**src/rtl/shift_serializer_sched_pkg.sv**
```systemverilog
// Shared definitions for the shift_serializer_sched block.
// Contents:
//   state_t     - controller states (IDLE / SHIFT / GAP)
//   GRANT_REQ0  - grant ID value for requester 0
//   GRANT_REQ1  - grant ID value for requester 1
package shift_serializer_sched_pkg;

  typedef enum logic [1:0] {
    ST_IDLE  = 2'd0,
    ST_SHIFT = 2'd1,
    ST_GAP   = 2'd2
  } state_t;

  localparam logic GRANT_REQ0 = 1'b0;
  localparam logic GRANT_REQ1 = 1'b1;

endpackage

```
**src/rtl/shift_serializer_sched_arb.sv**
```systemverilog
// shift_rr_arb2: two-way round-robin arbiter with a combinational grant.
// Ports:
//   clock, reset     - clock and asynchronous active-high reset
//   enable           - arbitration window (serializer idle and out of reset)
//   valid0, valid1   - request lines
//   ready0, ready1   - combinational accept strobes (at most one high)
//   winner           - requester selected in this cycle
module shift_rr_arb2
  import shift_serializer_sched_pkg::*;
(
  input  logic clock,
  input  logic reset,
  input  logic enable,
  input  logic valid0,
  input  logic valid1,
  output logic ready0,
  output logic ready1,
  output logic winner
);

  logic last_grant;
  logic any_valid;

  // On contention the requester that did not win last time goes next;
  // a lone requester wins regardless of history.
  always_comb begin
    any_valid = valid0 | valid1;
    if (valid0 && valid1) begin
      winner = ~last_grant;
    end else if (valid0) begin
      winner = GRANT_REQ0;
    end else begin
      winner = GRANT_REQ1;
    end
    ready0 = enable && any_valid && (winner == GRANT_REQ0);
    ready1 = enable && any_valid && (winner == GRANT_REQ1);
  end

  // Reset to requester 1 so requester 0 wins the first contended grant.
  always_ff @(posedge clock or posedge reset) begin
    if (reset) begin
      last_grant <= GRANT_REQ1;
    end else if (ready0 || ready1) begin
      last_grant <= winner;
    end
  end

endmodule

```
**src/rtl/shift_serializer_sched.sv**
```systemverilog
// shift_serializer_sched: shares one LSB-first parallel-to-serial shift
// register between two word requesters, with round-robin arbitration and a
// programmable idle gap after each frame.
// Ports:
//   clock, reset            - clock and asynchronous active-high reset
//   req0_valid/data/ready   - requester 0 handshake (ready is combinational)
//   req1_valid/data/ready   - requester 1 handshake (ready is combinational)
//   shift_en                - bit strobe; one bit advances per high cycle
//   ser_out, ser_valid      - serial bit and its qualifier
//   busy                    - controller not idle
//   grant_id                - requester owning the current/last frame
//   frame_done              - one-cycle pulse after the last bit of a frame
module shift_serializer_sched
  import shift_serializer_sched_pkg::*;
#(
  parameter int WIDTH      = 4,
  parameter int GAP_CYCLES = 1
) (
  input  logic             clock,
  input  logic             reset,
  input  logic             req0_valid,
  input  logic [WIDTH-1:0] req0_data,
  output logic             req0_ready,
  input  logic             req1_valid,
  input  logic [WIDTH-1:0] req1_data,
  output logic             req1_ready,
  input  logic             shift_en,
  output logic             ser_out,
  output logic             ser_valid,
  output logic             busy,
  output logic             grant_id,
  output logic             frame_done
);

  localparam int BW = $clog2(WIDTH);
  localparam int GW = (GAP_CYCLES > 0) ? $clog2(GAP_CYCLES + 1) : 1;
  localparam logic [BW-1:0] BIT_LAST = BW'(WIDTH - 1);
  localparam logic [GW-1:0] GAP_LAST = GW'((GAP_CYCLES > 0) ? GAP_CYCLES - 1 : 0);

  state_t           state;
  logic [WIDTH-1:0] shreg;
  logic [BW-1:0]    bit_cnt;
  logic [GW-1:0]    gap_cnt;
  logic             arb_enable;
  logic             winner;
  logic             accept;

  // Readies are held low while reset is asserted, not just after it.
  assign arb_enable = (state == ST_IDLE) && !reset;
  assign accept     = req0_ready | req1_ready;

  shift_rr_arb2 u_arb (
    .clock  (clock),
    .reset  (reset),
    .enable (arb_enable),
    .valid0 (req0_valid),
    .valid1 (req1_valid),
    .ready0 (req0_ready),
    .ready1 (req1_ready),
    .winner (winner)
  );

  // Zero-filled right shifts leave the register at 0 once a frame is fully
  // shifted out, so bit 0 is already 0 whenever the controller is not in
  // SHIFT and can drive ser_out directly.
  assign ser_out = shreg[0];
  assign busy    = (state != ST_IDLE);

  always_ff @(posedge clock or posedge reset) begin
    if (reset) begin
      state      <= ST_IDLE;
      shreg      <= '0;
      bit_cnt    <= '0;
      gap_cnt    <= '0;
      grant_id   <= GRANT_REQ0;
      ser_valid  <= 1'b0;
      frame_done <= 1'b0;
    end else begin
      frame_done <= 1'b0;
      case (state)
        ST_IDLE: begin
          if (accept) begin
            shreg     <= (winner == GRANT_REQ1) ? req1_data : req0_data;
            bit_cnt   <= '0;
            grant_id  <= winner;
            ser_valid <= 1'b1;
            state     <= ST_SHIFT;
          end
        end
        ST_SHIFT: begin
          if (shift_en) begin
            shreg <= {1'b0, shreg[WIDTH-1:1]};
            if (bit_cnt == BIT_LAST) begin
              bit_cnt    <= '0;
              gap_cnt    <= '0;
              ser_valid  <= 1'b0;
              frame_done <= 1'b1;
              state      <= (GAP_CYCLES > 0) ? ST_GAP : ST_IDLE;
            end else begin
              bit_cnt <= bit_cnt + BW'(1);
            end
          end
        end
        ST_GAP: begin
          // Free-running idle time, independent of the bit strobe.
          if (gap_cnt == GAP_LAST) begin
            gap_cnt <= '0;
            state   <= ST_IDLE;
          end else begin
            gap_cnt <= gap_cnt + GW'(1);
          end
        end
        default: state <= ST_IDLE;
      endcase
    end
  end

endmodule

```
**config.mk**
```make
export PLATFORM = sky130hd
export DESIGN_NAME = shift_serializer_sched
export DESIGN_NICKNAME = d
export VERILOG_FILES = /design/src/rtl/shift_serializer_sched_pkg.sv /design/src/rtl/shift_serializer_sched_arb.sv /design/src/rtl/shift_serializer_sched.sv
export SDC_FILE = /design/constraint.sdc
export NUM_CORES = 1
export LEC_CHECK = 0
export ABC_AREA = 1
export CAP_MARGIN = 25
export CORE_ASPECT_RATIO = 1.25
export CORE_MARGIN = 4
export CORE_UTILIZATION = 30
export DETAILED_ROUTE_END_ITERATION = 16
export PLACE_DENSITY_LB_ADDON = 0.1
export REMOVE_ABC_BUFFERS = 1
export SYNTH_ARGS = -nofsm -noshare
export SYNTH_HDL_FRONTEND = slang
export SYNTH_HIERARCHICAL = 1
export SYNTH_SLANG_ARGS = --single-unit
```
**constraint.sdc**
```tcl
create_clock -name clock -period 1.65 [get_ports clock]
set_input_delay 0.33 -clock clock [delete_from_list [all_inputs] [get_ports clock]]
set_output_delay 0.33 -clock clock [all_outputs]
set_load 0.05 [all_outputs]
```
* After elaboration in Yosys (flattened, before gate mapping) *
Index checks and enable logic that the tools add are counted.

cells by class
  shifts and indexed selects = 0
  eq/ne operators = 7
  muxes and demuxes = 24
  reductions and logical operators = 16
  $lt $le $gt $ge = 0
  multipliers = 0
  $add $sub $neg = 2
  div/mod/pow operators = 0
  bitwise logic cells = 4

operator list
  cell                                                              number
  2-bit two-way mux                                                 7
  4-bit two-way mux                                                 3
  1-bit two-way mux                                                 9
  2-bit != test (second input constant)                             4
  4-bit one-hot mux with 2 select lines                             1
  4-bit AND reduction                                               2
  2-bit one-hot mux with 3 select lines                             1
  3-bit AND reduction                                               2
  2-bit nonzero test                                                3
  1-bit logical AND                                                 5
  2-bit == test (second input constant)                             2
  1-bit one-hot mux with 2 select lines                             2
  2-bit one-hot mux with 2 select lines                             1
  2-bit by 1-bit adder with 2-bit output (second input constant)    1
  2-bit by 1-bit == test with 1-bit output (second input constant)  1
  2-bit zero test                                                   1
  1-bit inverter                                                    2
  1-bit OR                                                          2
  2-bit AND reduction                                               1
  1-bit adder (second input constant)                               1
  1-bit zero test                                                   1
  1-bit logical OR                                                  1

storage, ports and cells
  memories kept = 0
  bits in writable memories = 0
  bits in latches = 0
  bits of input ports = 13
  word-level logic and storage cells = 61
  flip-flop bits (word level) = 13
  ROM bits = 0

* Depth between registers and ports, before layout *
  depth in word-level cells = 7
  gate-level depth with buffers = 13
  mapped depth without buffers = 13

* By module *
The synthesis kept the hierarchy.

modules (own cells, without submodules)
  module                  times used  cells each  area an instance (um^2)
  shift_serializer_sched  1           84          599.3
  shift_rr_arb2           1           14          81.3

* Worst setup path after synthesis *
OpenSTA, ideal clock, no wires.

  path kind = register -> register
  start point = reg state[0]
  end point = reg shreg[0]
  setup slack = -0.723 ns
  cell stages (with the launch flop) = 11
  library setup time = 0.118 ns
  path buffers = 0
  arrival = 2.255 ns
  data required time = 1.532 ns
  clock period less this slack = 2.373 ns
  path through = dfrtp_1 -> nor2_2 -> inv_1 -> nor2_1 -> inv_1 -> nor2_1 -> nor2_1 -> nand2_2 -> nand3_1 -> nand2_1 -> nand2_1

between the ends
  longest elaborated chain between the ends = 7
  elaborated cells between the ends (all ways) = 12

ends and longest elaborated chain
  item                                  RTL line                          source
  from (decl)                           shift_serializer_sched.sv:40      state_t state;
  from (signal assigned)                shift_serializer_sched.sv:98      state <= (GAP_CYCLES > 0) ? ST_GAP : ST_IDLE;
  2-bit zero test                       shift_serializer_sched.sv:49      assign arb_enable = (state == ST_IDLE) && !reset;
  1-bit logical AND                     shift_serializer_sched.sv:49
  named net arb_enable                  shift_serializer_sched.sv:44      logic arb_enable;
  1-bit logical AND (2 in series)       shift_serializer_sched_arb.sv:35  ready0 = enable && any_valid && (winner == GRANT_REQ0);
  named net req0_ready                  shift_serializer_sched.sv:23      output logic req0_ready,
  1-bit OR                              shift_serializer_sched.sv:50      assign accept = req0_ready | req1_ready;
  2-bit != test (no source line)        n/a
  3-bit AND reduction (no source line)  n/a
  to (signal assigned)                  shift_serializer_sched.sv:83      shreg <= (winner == GRANT_REQ1) ? req1_data : req0_data;
  to (signal assigned)                  shift_serializer_sched.sv:92      shreg <= {1'b0, shreg[WIDTH-1:1]};
  to (decl)                             shift_serializer_sched.sv:41      logic [WIDTH-1:0] shreg;

The timed path passes the listed nets, and every way through them passes these cells.
A chain may end at the register's enable or synchronous reset.

* Worst setup path after layout *
  start point = reg state[1]
  end point = out req1_ready

between the ends
  longest elaborated chain between the ends = 4

ends and longest elaborated chain
  item                             RTL line                          source
  2-bit zero test                  shift_serializer_sched.sv:49
  1-bit logical AND                shift_serializer_sched.sv:49
  named net arb_enable             shift_serializer_sched.sv:44
  1-bit logical AND (2 in series)  shift_serializer_sched_arb.sv:36  ready1 = enable && any_valid && (winner == GRANT_REQ1);
  to (decl)                        shift_serializer_sched.sv:26      output logic req1_ready,

The timed path passes the listed nets, and every way through them passes these cells.

==> metrics <==
CTS tree done; routability cong. 0.817; fin crit share 105%; worst hold path type register to register; Vias between 600 and 700; Comb pwr share about three fifths; Lkg Pwr between 0.6 and 0.7 nW; RSZ-0062 raised after global routing yes; power share of the clock group around an eighth; compound-cell area share of the yosys netlist ~3.7%; worst stage delay on the critical path 0.39 ns; wire per inst roughly 9.5 um; drt drc 0; # diodes 0; failing checks negative setup slack; Detail Route Antenna Nets 0; core area around 2200 um^2; hold path endpoint ser_valid; Pwr Total between 1.5 and 2 mW; fin nets 152; Detailed Routing Iterations Pass 1 4; startpoint types register; clock sinks 12; register bit total from synthesis 12; Layout Cell Area excl Fill 1130 um^2; Worst Setup Slack, final -0.0891 ns; min Tclk post-route about 1.7 ns; share of the yosys chip area belonging to registers between 40 and 50%; Synth Area in Simple Gates 40.3%; critical path type register to primary output; R2R Path End bit_cnt[0]; DP Area roughly 980 um^2; layout cells sized above 1 between 30% and 40%; share of the synthesized area in the top cell type between 40% and 50%; row count 19; clock buffer count from CTS 3; R2R cell count 15; sw power approximately 780 uW; headroom to the max-slew limit 71.2%; status finished, violations left; WP data required approximately 1.3 ns; f_max between 0.5 and 0.6 GHz; First DRT Iteration DRCs 9; Post-Synth XOR/XNOR Area 0%; Synth area leaders dfrtp_1 40%, nand2_1 23%, inv_1 9.9%; worst hold path depth 2; CP Max Fanout 2; CP arrival 1.41 ns; crit end category primary output; mux cell area share after synthesis 0%; final hold slack around 0.48 ns; internal power approximately 1000 uW; main combinational cell family by area after synthesis simple AND/OR/NAND/NOR gates; final count of hold timing violations 0; global-route wire length before repair roughly 2800 um; Via density between 4 and 5; initial core utilization between 30% and 40%; CP max stage cell dfrtp_1; pin count of the biggest net entering global routing 12; Pins Over Slew Limit 0; area grow syn2layout 66.5%; Setup Viol. Count Final 8; Clock transition at path regs approximately 0.070 ns; post-synthesis cell count about 100; Synth Cell Area 681 um^2; worst slack, placed -0.143 ns; gr ovfl total 0; worst clock skew ~0.0016 ns; antenna violations before repair 0; vias in the first global route 653; Tot GR Track Use between 10% and 20%; RR Startpoint state[1]; # port buffers 19; sequential share of power a little over a quarter; worst skew pair latency 0.27 ns; PwrDens 1570 nW/um^2; H-tree Lvls 1; CTS Root Cell clkbuf_4; adder-cell share of the synthesized area between 1.5 and 2%; WL final between 1500 and 2000 um; Max-cap violations 0; VDD IR max 866 uV; worst slew pin tran 0.432 ns; most frequent CP cell inv_2; internal reg-to-reg setup slack -0.01 ns; Synth cell types 15; worst path cell trace nor2_2 > inv_2 > nor2_4 > inv_2 > nor2_2 > nand2_1 > inv_2 > buf_6 > buf_12; hold wc startpoint ser_valid; Mean Syn Cell Area 6.95 um^2; Die Span Y 61.3 um; synth warn 6; dpl hpwl between 1000 and 1500 um; die width 50.6 um; Net Sw Frac around 44%; Top Ports 20; CTS Buffer Depth 2; die area between 3000 and 4000 um^2; Synth area leader dfrtp_1
[logic make-up (layout without fill, tap and decap cells)]
| logic type | count (synthesis) | in the layout |
|---|---|---|
| compound gates | 5 | 5 |
| fa+ha+maj | 1 | 1 |
| buf+inv | 18 | 57 |
| flops | 12 | 12 |
| simple gates | 62 | 62 |
[sequential cells by signal (all words and copies together) (netlist names)]
register and cells:
shreg 4, bit_cnt 2, state 2, frame_done 1, grant_id 1, ser_valid 1
u_arb/last_grant 1
[power by group through the flow]
stage,clock network [mW],logic [mW],registers [mW]
6_report,0.230,1.07,0.472
5_1_grt,0.255,1.19,0.493
4_1_cts,0.240,1.06,0.473
3_5_place_dp,0,0.972,0.479
3_3_place_gp,0,0.969,0.480
2_1_floorplan,0,0.491,0.601
[final cells by class]
type	instances	area (um^2)
clock buffers	4	36.3
repair buffers	35	353
well taps	31	38.8
multi-input cells	68	337
inverters	18	67.6
fillers	225	1050
flip-flops and latches	12	302
[stage by stage]
| step | std cells | TNS [ns] | utilization (%) |
|---|---|---|---|
| floorplan | 98 | -6.86 | - |
| global placement | 155 | -0.981 | 44.9 |
| CTS | 168 | -0.609 | 51.0 |
| global route | 168 | -1.61 | 51.8 |
| finish | 168 | -0.218 | 51.8 |
| detailed placement | 155 | -1.14 | 44.9 |
[timing repair]
| action | 4_1_cts | 5_1_grt |
|---|---|---|
| hold buffers | 0 | 0 |
| setup endpoints to repair | 2 | 12 |
| gates resized for setup | 9 | 6 |
| pin swaps | 5 | 4 |
| endpoints found under the hold margin | 0 | 0 |
| setup buffers | 9 | 0 |
[worst max-delay path: cells and delay by family (launching register included)]
| kind | cells | cell delay (ns) |
|---|---|---|
| DFF | 1 | 0.39 |
| and+or+nand+nor | 4 | 0.35 |
| buffers and inverters | 5 | 0.38 |
[placed cells by master, fill, tap and decap left out]
cell / instances
nand4_1: 1
ha_1: 1
nor2_1: 3
nand3_2: 1
dfstp_2: 1
nand2_2: 6
nor2_4: 2
a21oi_1: 2
nor3_1: 3
nor2_2: 2
clkbuf_8: 1
inv_2: 3
nand3_4: 1
dfrtp_1: 11
nand3_1: 4
nand2_1: 39
inv_1: 15
clkdlybuf4s50_1: 12
buf_12: 3
buf_4: 14
clkbuf_4: 3
buf_6: 6
o21ai_0: 3
[worst max path at each step]
| stage | start | to | slack [ns] | depth (start not counted) |
|---|---|---|---|---|
| after floorplan | state[0] | shreg[0] | -0.72 | 10 |
| after global placement | reset | bit_cnt[1] | -0.11 | 11 |
| after detailed placement | reset | bit_cnt[1] | -0.14 | 11 |
| after CTS | state[0] | req1_ready | -0.16 | 9 |
| after global routing | state[1] | req1_ready | -0.19 | 9 |
| final | state[1] | req1_ready | -0.09 | 9 |
[cells in the mapped netlist]
library cell,number
nand2_1,41
inv_1,18
dfrtp_1,11
nand3_1,5
nand2_2,4
nor2_1,4
nor3_1,3
o21ai_0,3
a21oi_1,2
nor2_2,2
dfstp_2,1
ha_1,1
nand3_2,1
nand4_1,1
nor2_4,1
[layer usage]
layer  vias to the layer above  global-route usage [%]  share of wire (%)
li1                        373                       -                  -
met1                       294                    14.4                 45
met2                        15                    20.1                 49
met3                         4                    2.66                4.1
met4                         0                    5.77                1.6
met5                         -                       0                  0
Power figures use the tool's default switching activity.
